==> src/rtl/pbit_sweep_ctrl_pkg.sv <==
// Shared constants, FSM encoding and LFSR step helper for the p-bit sweep controller.
// PBITS_DEFAULT stands in for the PBITS value of the shared params include.
package pbit_sweep_ctrl_pkg;

    localparam int PBITS_DEFAULT = 4;
    localparam int FIELD_W       = 32;
    localparam int RNG_W         = 16;

    localparam logic [RNG_W-1:0] LFSR_TAPS         = 16'hB400;
    localparam logic [RNG_W-1:0] LFSR_DEFAULT_SEED = 16'hACE1;

    typedef enum logic [1:0] {
        ST_IDLE    = 2'd0,
        ST_PRESENT = 2'd1,
        ST_UPDATE  = 2'd2,
        ST_DONE    = 2'd3
    } sweep_state_e;

    // Galois right-shift step; the taps fold in whenever a one leaves the LSB.
    function automatic logic [RNG_W-1:0] lfsr_step(input logic [RNG_W-1:0] cur);
        return (cur >> 1) ^ (cur[0] ? LFSR_TAPS : 16'h0000);
    endfunction

endpackage

==> src/rtl/pbit_lfsr16.sv <==
// 16-bit Galois LFSR noise source with seed load (zero seed replaced by the default).
module pbit_lfsr16
    import pbit_sweep_ctrl_pkg::*;
(
    input  logic              clk,
    input  logic              rst,
    input  logic              load,
    input  logic [RNG_W-1:0]  seed,
    input  logic              adv,
    output logic [RNG_W-1:0]  value
);

    logic [RNG_W-1:0] lfsr_r;

    // LFSR register: load has priority over advance; an all-zero seed would lock up.
    always_ff @(posedge clk or posedge rst) begin
        if (rst) begin
            lfsr_r <= LFSR_DEFAULT_SEED;
        end else if (load) begin
            lfsr_r <= (seed == 16'h0000) ? LFSR_DEFAULT_SEED : seed;
        end else if (adv) begin
            lfsr_r <= lfsr_step(lfsr_r);
        end else begin
            lfsr_r <= lfsr_r;
        end
    end

    assign value = lfsr_r;

endmodule

==> src/rtl/pbit_sweep_ctrl.sv <==
// Sweep controller: presents state/index to the field adder and updates one p-bit per step.
// Optional macro PBIT_FLIPCNT_EN adds the flip_count output.
module pbit_sweep_ctrl
    import pbit_sweep_ctrl_pkg::*;
#(
    parameter int PBITS = PBITS_DEFAULT
) (
    input  logic                      clk,
    input  logic                      rst,
    input  logic                      start,
    input  logic [15:0]               num_sweeps,
    input  logic [PBITS-1:0]          init_state,
    input  logic [15:0]               seed,
    input  logic signed [FIELD_W-1:0] field_in,
    output logic [PBITS-1:0]          state_out,
    output logic signed [31:0]        index_out,
    output logic                      busy,
    output logic                      done
`ifdef PBIT_FLIPCNT_EN
    ,
    output logic [31:0]               flip_count
`endif
);

    localparam int IDX_W = (PBITS > 1) ? $clog2(PBITS) : 1;
    localparam logic [IDX_W-1:0] IDX_LAST = IDX_W'(PBITS - 1);

    sweep_state_e               state_r, state_next;
    logic [IDX_W-1:0]           idx_r, idx_next;
    logic [15:0]                sweeps_r;
    logic signed [FIELD_W-1:0]  field_q_r;
    logic [PBITS-1:0]           pbits_r;
    logic [RNG_W-1:0]           lfsr_s;
    logic                       lfsr_load_s;
    logic                       lfsr_adv_s;
    logic signed [FIELD_W-1:0]  noise_s;
    logic                       new_bit_s;
    logic                       run_next_s;
    logic                       busy_r;
    logic                       done_r;
    logic signed [31:0]         index_r;

    pbit_lfsr16 u_lfsr (
        .clk   (clk),
        .rst   (rst),
        .load  (lfsr_load_s),
        .seed  (seed),
        .adv   (lfsr_adv_s),
        .value (lfsr_s)
    );

    // A tie between field and noise writes 0, hence strict greater-than.
    assign noise_s   = {{(FIELD_W - RNG_W){lfsr_s[RNG_W-1]}}, lfsr_s};
    assign new_bit_s = (field_q_r > noise_s);
    assign run_next_s = (state_next == ST_PRESENT) || (state_next == ST_UPDATE);

    // Next-state and control strobes.
    always_comb begin
        state_next  = state_r;
        idx_next    = idx_r;
        lfsr_load_s = 1'b0;
        lfsr_adv_s  = 1'b0;
        case (state_r)
            ST_IDLE: begin
                if (start) begin
                    lfsr_load_s = 1'b1;
                    idx_next    = '0;
                    state_next  = (num_sweeps == 16'd0) ? ST_DONE : ST_PRESENT;
                end else begin
                    state_next  = ST_IDLE;
                end
            end
            ST_PRESENT: begin
                state_next = ST_UPDATE;
            end
            ST_UPDATE: begin
                lfsr_adv_s = 1'b1;
                if (idx_r == IDX_LAST) begin
                    idx_next   = '0;
                    state_next = (sweeps_r == 16'd1) ? ST_DONE : ST_PRESENT;
                end else begin
                    idx_next   = idx_r + IDX_W'(1);
                    state_next = ST_PRESENT;
                end
            end
            ST_DONE: begin
                state_next = ST_IDLE;
            end
            default: begin
                state_next = ST_IDLE;
            end
        endcase
    end

    // FSM state register.
    always_ff @(posedge clk or posedge rst) begin
        if (rst) begin
            state_r <= ST_IDLE;
        end else begin
            state_r <= state_next;
        end
    end

    // Datapath: run setup, field capture and single-bit update.
    always_ff @(posedge clk or posedge rst) begin
        if (rst) begin
            idx_r     <= '0;
            sweeps_r  <= 16'd0;
            field_q_r <= '0;
            pbits_r   <= '0;
        end else begin
            idx_r <= idx_next;
            case (state_r)
                ST_IDLE: begin
                    if (start) begin
                        pbits_r  <= init_state;
                        sweeps_r <= num_sweeps;
                    end
                end
                ST_PRESENT: begin
                    field_q_r <= field_in;
                end
                ST_UPDATE: begin
                    pbits_r[idx_r] <= new_bit_s;
                    if (idx_r == IDX_LAST) begin
                        sweeps_r <= sweeps_r - 16'd1;
                    end
                end
                default: begin
                    pbits_r <= pbits_r;
                end
            endcase
        end
    end

    // Status outputs registered from the next state so they line up with the FSM.
    always_ff @(posedge clk or posedge rst) begin
        if (rst) begin
            busy_r  <= 1'b0;
            done_r  <= 1'b0;
            index_r <= -32'sd1;
        end else begin
            busy_r  <= run_next_s;
            done_r  <= (state_next == ST_DONE);
            index_r <= run_next_s ? $signed({{(32 - IDX_W){1'b0}}, idx_next}) : -32'sd1;
        end
    end

`ifdef PBIT_FLIPCNT_EN
    logic [31:0] flip_cnt_r;

    // Counts updates that actually change the addressed bit; wraps naturally.
    always_ff @(posedge clk or posedge rst) begin
        if (rst) begin
            flip_cnt_r <= 32'd0;
        end else if ((state_r == ST_IDLE) && start) begin
            flip_cnt_r <= 32'd0;
        end else if ((state_r == ST_UPDATE) && (new_bit_s != pbits_r[idx_r])) begin
            flip_cnt_r <= flip_cnt_r + 32'd1;
        end else begin
            flip_cnt_r <= flip_cnt_r;
        end
    end

    assign flip_count = flip_cnt_r;
`endif

    assign state_out = pbits_r;
    assign index_out = index_r;
    assign busy      = busy_r;
    assign done      = done_r;

endmodule

==> config.mk <==
export PLATFORM = sky130hd
export DESIGN_NAME = pbit_sweep_ctrl
export DESIGN_NICKNAME = d
export VERILOG_FILES = /design/src/rtl/pbit_sweep_ctrl_pkg.sv /design/src/rtl/pbit_lfsr16.sv /design/src/rtl/pbit_sweep_ctrl.sv
export SDC_FILE = /design/constraint.sdc
export NUM_CORES = 1
export LEC_CHECK = 0
export ABC_AREA = 1
export CORE_ASPECT_RATIO = 1.25
export CORE_UTILIZATION = 30
export CTS_CLUSTER_DIAMETER = 30
export CTS_CLUSTER_SIZE = 25
export DETAILED_ROUTE_END_ITERATION = 8
export PLACE_DENSITY_LB_ADDON = 0.12
export SLEW_MARGIN = 10
export SYNTH_ARGS = -nofsm -noshare
export SYNTH_HDL_FRONTEND = slang
export SYNTH_SLANG_ARGS = --single-unit
==> constraint.sdc <==
create_clock -name clk -period 3.3 [get_ports clk]
set_input_delay 0.495 -clock clk [delete_from_list [all_inputs] [get_ports clk]]
set_output_delay 0.495 -clock clk [all_outputs]
set_load 0.02 [all_outputs]
==> impl_metrics.json, run 1 <==
{
  "status": "finished, final reports clean",
  "yosysSeqAreaShare_pct": 40.7,
  "post-cts-setup-buffers": 0,
  "dieArea_sq_mm": 0.0164,
  "antenna_left": 0,
  "fin_util_pct": 39.7,
  "maxSlewViolCount": 0,
  "firstDrtPassIters": 4,
  "drc": 0,
  "drt-vias-per-instance": 4.68,
  "synth_warnings": 0,
  "cp-end-kind": "flip-flop",
  "stdcell_area_sq_mm": 0.00618,
  "slowest_delay_ns": 0.51,
  "combPwrFrac_pct": 54.1,
  "cts-resized-gates": 0,
  "synth_enable_flop_cells": 0,
  "antennaDiodeCount": 0,
  "worst_pin_slew_ns": 0.633,
  "grt_usage_pct": 14.7,
  "finalSetupTns_ns": 0,
  "postSynthAreaPerCell_sq_um": 9.31,
  "synth_cell_type_count": 41,
  "cts.sinks": 77,
  "portBuffers": 108,
  "pwr-share-clk_pct": 16.9,
  "fin_nets": 704,
  "setup_viol": 0,
  "path_clk_slew_ns": 0.06,
  "cts-hold-fix-buffers": 0,
  "slew_headroom_pct": 57.8,
  "synth_fp_nets": 622,
  "period_needed_ns": 2.38,
  "min_path_type": "reg -> reg",
  "place_area_sq_mm": 0.00585,
  "grt_max_degree": 34,
  "cp_data_arrival_time_ns": 2.58,
  "synth_area_sq_mm": 0.00477,
  "vias": 3796,
  "wl_um": 11600,
  "synthArstFlopShare_pct": 100,
  "p_total_uw": 6360,
  "fin_hold_ws_ns": 0.516,
  "p_sw_share_pct": 41.9,
  "max-cap-violations": 0,
  "dieHeight_um": 143,
  "ctsRootBufferMaster": "clkbuf_16",
  "grt_pass1_vias": 3684,
  "switching_power_uw": 2660,
  "fmax_ghz": 0.421,
  "drive_gt1_share_pct": 17.2,
  "grt_setup_unrepaired": "false",
  "sequentialPowerShare_pct": 29.1,
  "ir_drop_mv": 0.307,
  "internal_power_uw": 3690,
  "pwr_density_cell_mw_per_mm2": 1030,
  "synth-main-ff-cell": "dfrtp_1",
  "htree_num_levels": 3,
  "place.gp.congestion": 0.783,
  "fp.dieW_um": 115,
  "mostFrequentLayoutCells": "clkdlybuf4s50_1, nand2_1, dfrtp_1, inv_1, ha_1",
  "grt_pass1_wl_um": 18600,
  "start_util_pct": 30.6,
  "path_cells": "inv_1, ha_1, nand2_1, nor2_1, nand2_1, inv_1, nand4_1, or3_1, nand3_1, o21ai_1",
  "antenna_found_initial": 0,
  "layout_commonest_cell": "clkdlybuf4s50_1",
  "startpoint_type": "flip-flop",
  "rows": 51,
  "crit_fanout": 19,
  "clock_path_buffers": 2,
  "grt-ovfl-total": 0,
  "critPathSlowestCell": "dfstp_2",
  "skew_ns": 0.0114,
  "finalCritPeriodShare_pct": 72.0,
  "ios": 109,
  "cts_buffers": 9,
  "cp_data_required_time_ns": 3.51,
  "final-hold-violation-count": 0,
  "cts_tree": "built",
  "area_growth_syn_to_layout_pct": 29.6,
  "routedWlPerCell_um": 14.3,
  "core_area_sq_mm": 0.0156,
  "synthCells": 512,
  "crit_type": "reg -> reg",
  "drt_iter0_markers": 152,
  "p_leak_uw": 0.00272,
  "hpwl_um": 8760,
  "insertion_delay_ns": 0.33,
  "ys_ff_latch": 77
}
cell usage after synthesis (all sizes together) (2+ instances only):
library cell / instances / area [sq um]
nand2: 76 / 298
dfrtp: 66 / 1650
inv: 61 / 239
o21ai: 46 / 253
nor2: 44 / 238
ha: 39 / 488
buf: 37 / 277
mux2: 31 / 349
a21oi: 28 / 140
nand3: 15 / 80.1
dfstp: 11 / 289
nand4: 9 / 56.3
o221ai: 9 / 78.8
o22ai: 7 / 68.8
nor4: 6 / 37.5
nor3: 5 / 41.3
o211ai: 5 / 62.6
a221oi: 4 / 35.0
clkbuf: 4 / 15.0
o21a: 2 / 15.0
or2: 2 / 12.5
through the flow:
stage | worst slack [ns] | std cells
after detailed placement | 0.844 | 795
after global routing | 0.705 | 811
after CTS | 0.915 | 811
final | 0.923 | 811
after global placement | 0.902 | 795
after floorplan | 0.857 | 512
per-layer routing:
metal / up-vias / wire length [um] / track usage, %
met1: 1791 / 4970 / 18.0
met2: 100 / 5790 / 25.1
met4: 0 / 290 / 6.56
li1: 1891 / - / -
met5: - / 0 / 0
met3: 14 / 511 / 2.80
registers in the layout, summed over array words and instances, names as in the netlist:
register / flops
u_lfsr.value: 16
idx_r: 2
field_q_r: 32
done: 1
state_r: 2
index_out: 3
busy: 1
state_out: 4
sweeps_r: 16
power groups by stage:
stage,clock network [uW],logic (uW),registers (uW)
after floorplan,0,2650,1830
after global placement,0,3420,1860
after detailed placement,0,3470,1870
after CTS,1110,3480,1850
after global routing,1150,3890,1920
final,1070,3440,1850
cell families after synthesis:
| group | after synthesis | synth area share [%] |
|---|---|---|
| AO/OA/AOI/OAI | 104 | 14.3 |
| adder cells (fa/ha/maj) | 39 | 10.2 |
| buffers and inverters | 102 | 11.1 |
| flip-flops | 77 | 40.7 |
| multiplexers | 31 | 7.32 |
| AND/OR/NAND/NOR | 159 | 16.3 |
critical path, delay by kind of cell, from the launching register on:
kind / cells / cell delay (ns)
and+or+nand+nor: 6 / 0.85
AOI/OAI and AO/OA: 1 / 0.07
buffers and inverters: 2 / 0.35
DFF: 1 / 0.51
adders and majority gates: 1 / 0.47
worst paths after layout:
path	from	to	slack (ns)	depth (start not counted)
worst min-delay path	field_q_r[15]	field_q_r[15]	0.52	1
worst max-delay path	u_lfsr.value[15]	state_out[2]	0.92	10
max in group asynchronous	rst	index_out[30]	1.94	3
min in group asynchronous	rst	field_q_r[26]	0.54	2
worst max register to register	u_lfsr.value[15]	state_out[2]	0.92	10
worst min register to register	field_q_r[15]	field_q_r[15]	0.52	1
layout make-up:
class	instances	area, sq um
tap	212	265
clock inverter	6	86.3
timing repair buffer	112	1110
inverter	61	239
clock buffer	10	239
sequential	77	1940
multi-input combinational	333	2290
fill	1599	9390
Power figures use the tool's default switching activity.
==> run 2, diff against run 1 <==
==> constraint.sdc (replaced) <==
create_clock -name clk -period 2.5 [get_ports clk]
set_input_delay 0.375 -clock clk [delete_from_list [all_inputs] [get_ports clk]]
set_output_delay 0.375 -clock clk [all_outputs]
set_load 0.02 [all_outputs]
==> impl_metrics.json, run 2 (synthesized netlist as in run 1, its figures left out) <==
{
  "ctsRootBufferMaster": "clkbuf_16",
  "internal_power_uw": 4870,
  "crit_type": "reg -> reg",
  "portBuffers": 108,
  "wl_um": 11500,
  "sequentialPowerShare_pct": 28.9,
  "cts_buffers": 9,
  "period_needed_ns": 2.25,
  "grt_usage_pct": 14.8,
  "layout_commonest_cell": "clkdlybuf4s50_1",
  "mostFrequentLayoutCells": "clkdlybuf4s50_1, nand2_1, dfrtp_1, inv_1, ha_1",
  "htree_num_levels": 3,
  "startpoint_type": "flip-flop",
  "min_path_type": "in -> async",
  "drt-vias-per-instance": 4.66,
  "post-cts-setup-buffers": 0,
  "hpwl_um": 8810,
  "fin_util_pct": 39.8,
  "cp_data_required_time_ns": 2.71,
  "setup_viol": 0,
  "r2r_start": "u_lfsr.value[15]",
  "skew_ns": 0.00649,
  "rows": 51,
  "met2_length_um": 5760,
  "antenna_left": 0,
  "cts.sinks": 77,
  "clock_path_buffers": 2,
  "dieArea_sq_mm": 0.0164,
  "ios": 109,
  "core_area_sq_mm": 0.0156,
  "slew_headroom_pct": 68.8,
  "switching_power_uw": 3520,
  "rrSetupSlack_ns": 0.25,
  "top_layer": "met4",
  "finalSetupTns_ns": 0,
  "crit_fanout": 11,
  "routedLengthMet1_um": 5090,
  "insertion_delay_ns": 0.33,
  "worst_pin_slew_ns": 0.466,
  "crit_path_start": "u_lfsr.value[15]",
  "grt-ovfl-total": 0,
  "fp.dieW_um": 115,
  "pwr_density_cell_mw_per_mm2": 1350,
  "rr_worst_depth": 9,
  "finalCritPeriodShare_pct": 90.1,
  "slowest_delay_ns": 0.52,
  "ir_drop_mv": 0.478,
  "fillCellCount": 1587,
  "area_growth_syn_to_layout_pct": 30.2,
  "maxSlewViolCount": 0,
  "cts_tree": "built",
  "fmax_ghz": 0.444,
  "status": "finished, final reports clean",
  "largest_reg_flops": 32,
  "path_cells": "inv_1, buf_6, ha_1, nand2_1, nor2_1, nand2_1, or3_1, nand3_1, o21ai_1",
  "p_leak_uw": 0.00274,
  "vias": 3791,
  "drc": 0,
  "pwr-share-clk_pct": 16.1,
  "cp_data_arrival_time_ns": 2.46,
  "r2r-end": "state_out[2]",
  "p_sw_share_pct": 42.0,
  "final-hold-violation-count": 0,
  "routed-wl-met3_um": 401,
  "fin_nets": 707,
  "routedWlPerCell_um": 14.1,
  "combPwrFrac_pct": 54.9,
  "cp-end-kind": "flip-flop",
  "critPathSlowestCell": "dfstp_2",
  "grt_setup_unrepaired": "false",
  "grt_max_degree": 54,
  "drive_gt1_share_pct": 17.8,
  "drt_iter0_markers": 128,
  "grt_pass1_vias": 3743,
  "largest-register": "field_q_r",
  "firstDrtPassIters": 4,
  "start_util_pct": 30.6,
  "dieHeight_um": 143,
  "path_clk_slew_ns": 0.06,
  "grt_pass1_wl_um": 18600,
  "antennaDiodeCount": 0,
  "antenna_found_initial": 0,
  "max-cap-violations": 0,
  "place.gp.congestion": 0.803,
  "crit_top_cell": "nand2_1"
}
[run 2: per-stage QoR]
stage          std cells  total power (uW)  hold slack (ns)  cell area (sq um)  setup slack, ns
3_3_place_gp         798              7020            0.495               5890            0.197
5_1_grt              814              9170            0.461               6200          0.00762
2_1_floorplan        512              5910            0.465               4770            0.177
4_1_cts              814              8510            0.442               6200            0.171
6_report             814              8390            0.420               6200            0.248
3_5_place_dp         798              7110            0.503               5890            0.169
[run 2: final cells by class]
type	instances	area, sq um	share of cell area (%)
multi-input cells	333	2300	37.0
clock buffers	12	267	4.30
repair buffers	115	1150	18.5
inverters	61	239	3.85
clock inverters	4	45.0	0.726
well taps	212	265	4.28
flip-flops and latches	77	1940	31.3
[run 2: power groups by stage]
| stage | clock, uW | sequential [uW] | combinational [uW] |
|---|---|---|---|
| after floorplan | 0 | 2410 | 3500 |
| after global placement | 0 | 2440 | 4580 |
| after detailed placement | 0 | 2460 | 4650 |
| after CTS | 1400 | 2450 | 4670 |
| after global routing | 1450 | 2530 | 5190 |
| final | 1350 | 2430 | 4610 |
[run 2: worst max path at each step]
stage                   end  slack (ns)  cells after the start
5_1_grt        state_out[2]       0.008                     11
4_1_cts        state_out[2]        0.17                     11
6_report       state_out[2]        0.25                      9
2_1_floorplan          busy        0.18                      1
3_5_place_dp   index_out[1]        0.17                      9
3_3_place_gp   index_out[0]        0.20                      9
[run 2: worst max-delay path, delay by kind of cell (launching register included)]
family                     cells  cell delay [ns]
and+or+nand+nor                5             0.90
adders and majority gates      1             0.30
AOI/OAI and AO/OA              1             0.07
DFF                            1             0.52
buffers and inverters          2             0.35
[run 2: layer usage]
metal / GRT usage [%] / vias up
met5: 0 / -
met4: 6.49 / 0
met3: 1.87 / 14
met2: 25.8 / 93
met1: 18.2 / 1792
li1: - / 1892
[run 2: repair_timing]
action	in CTS	in global routing
resized for setup	0	2
setup endpoints to repair	0	2
hold buffers	0	0
hold endpoints to repair	0	0
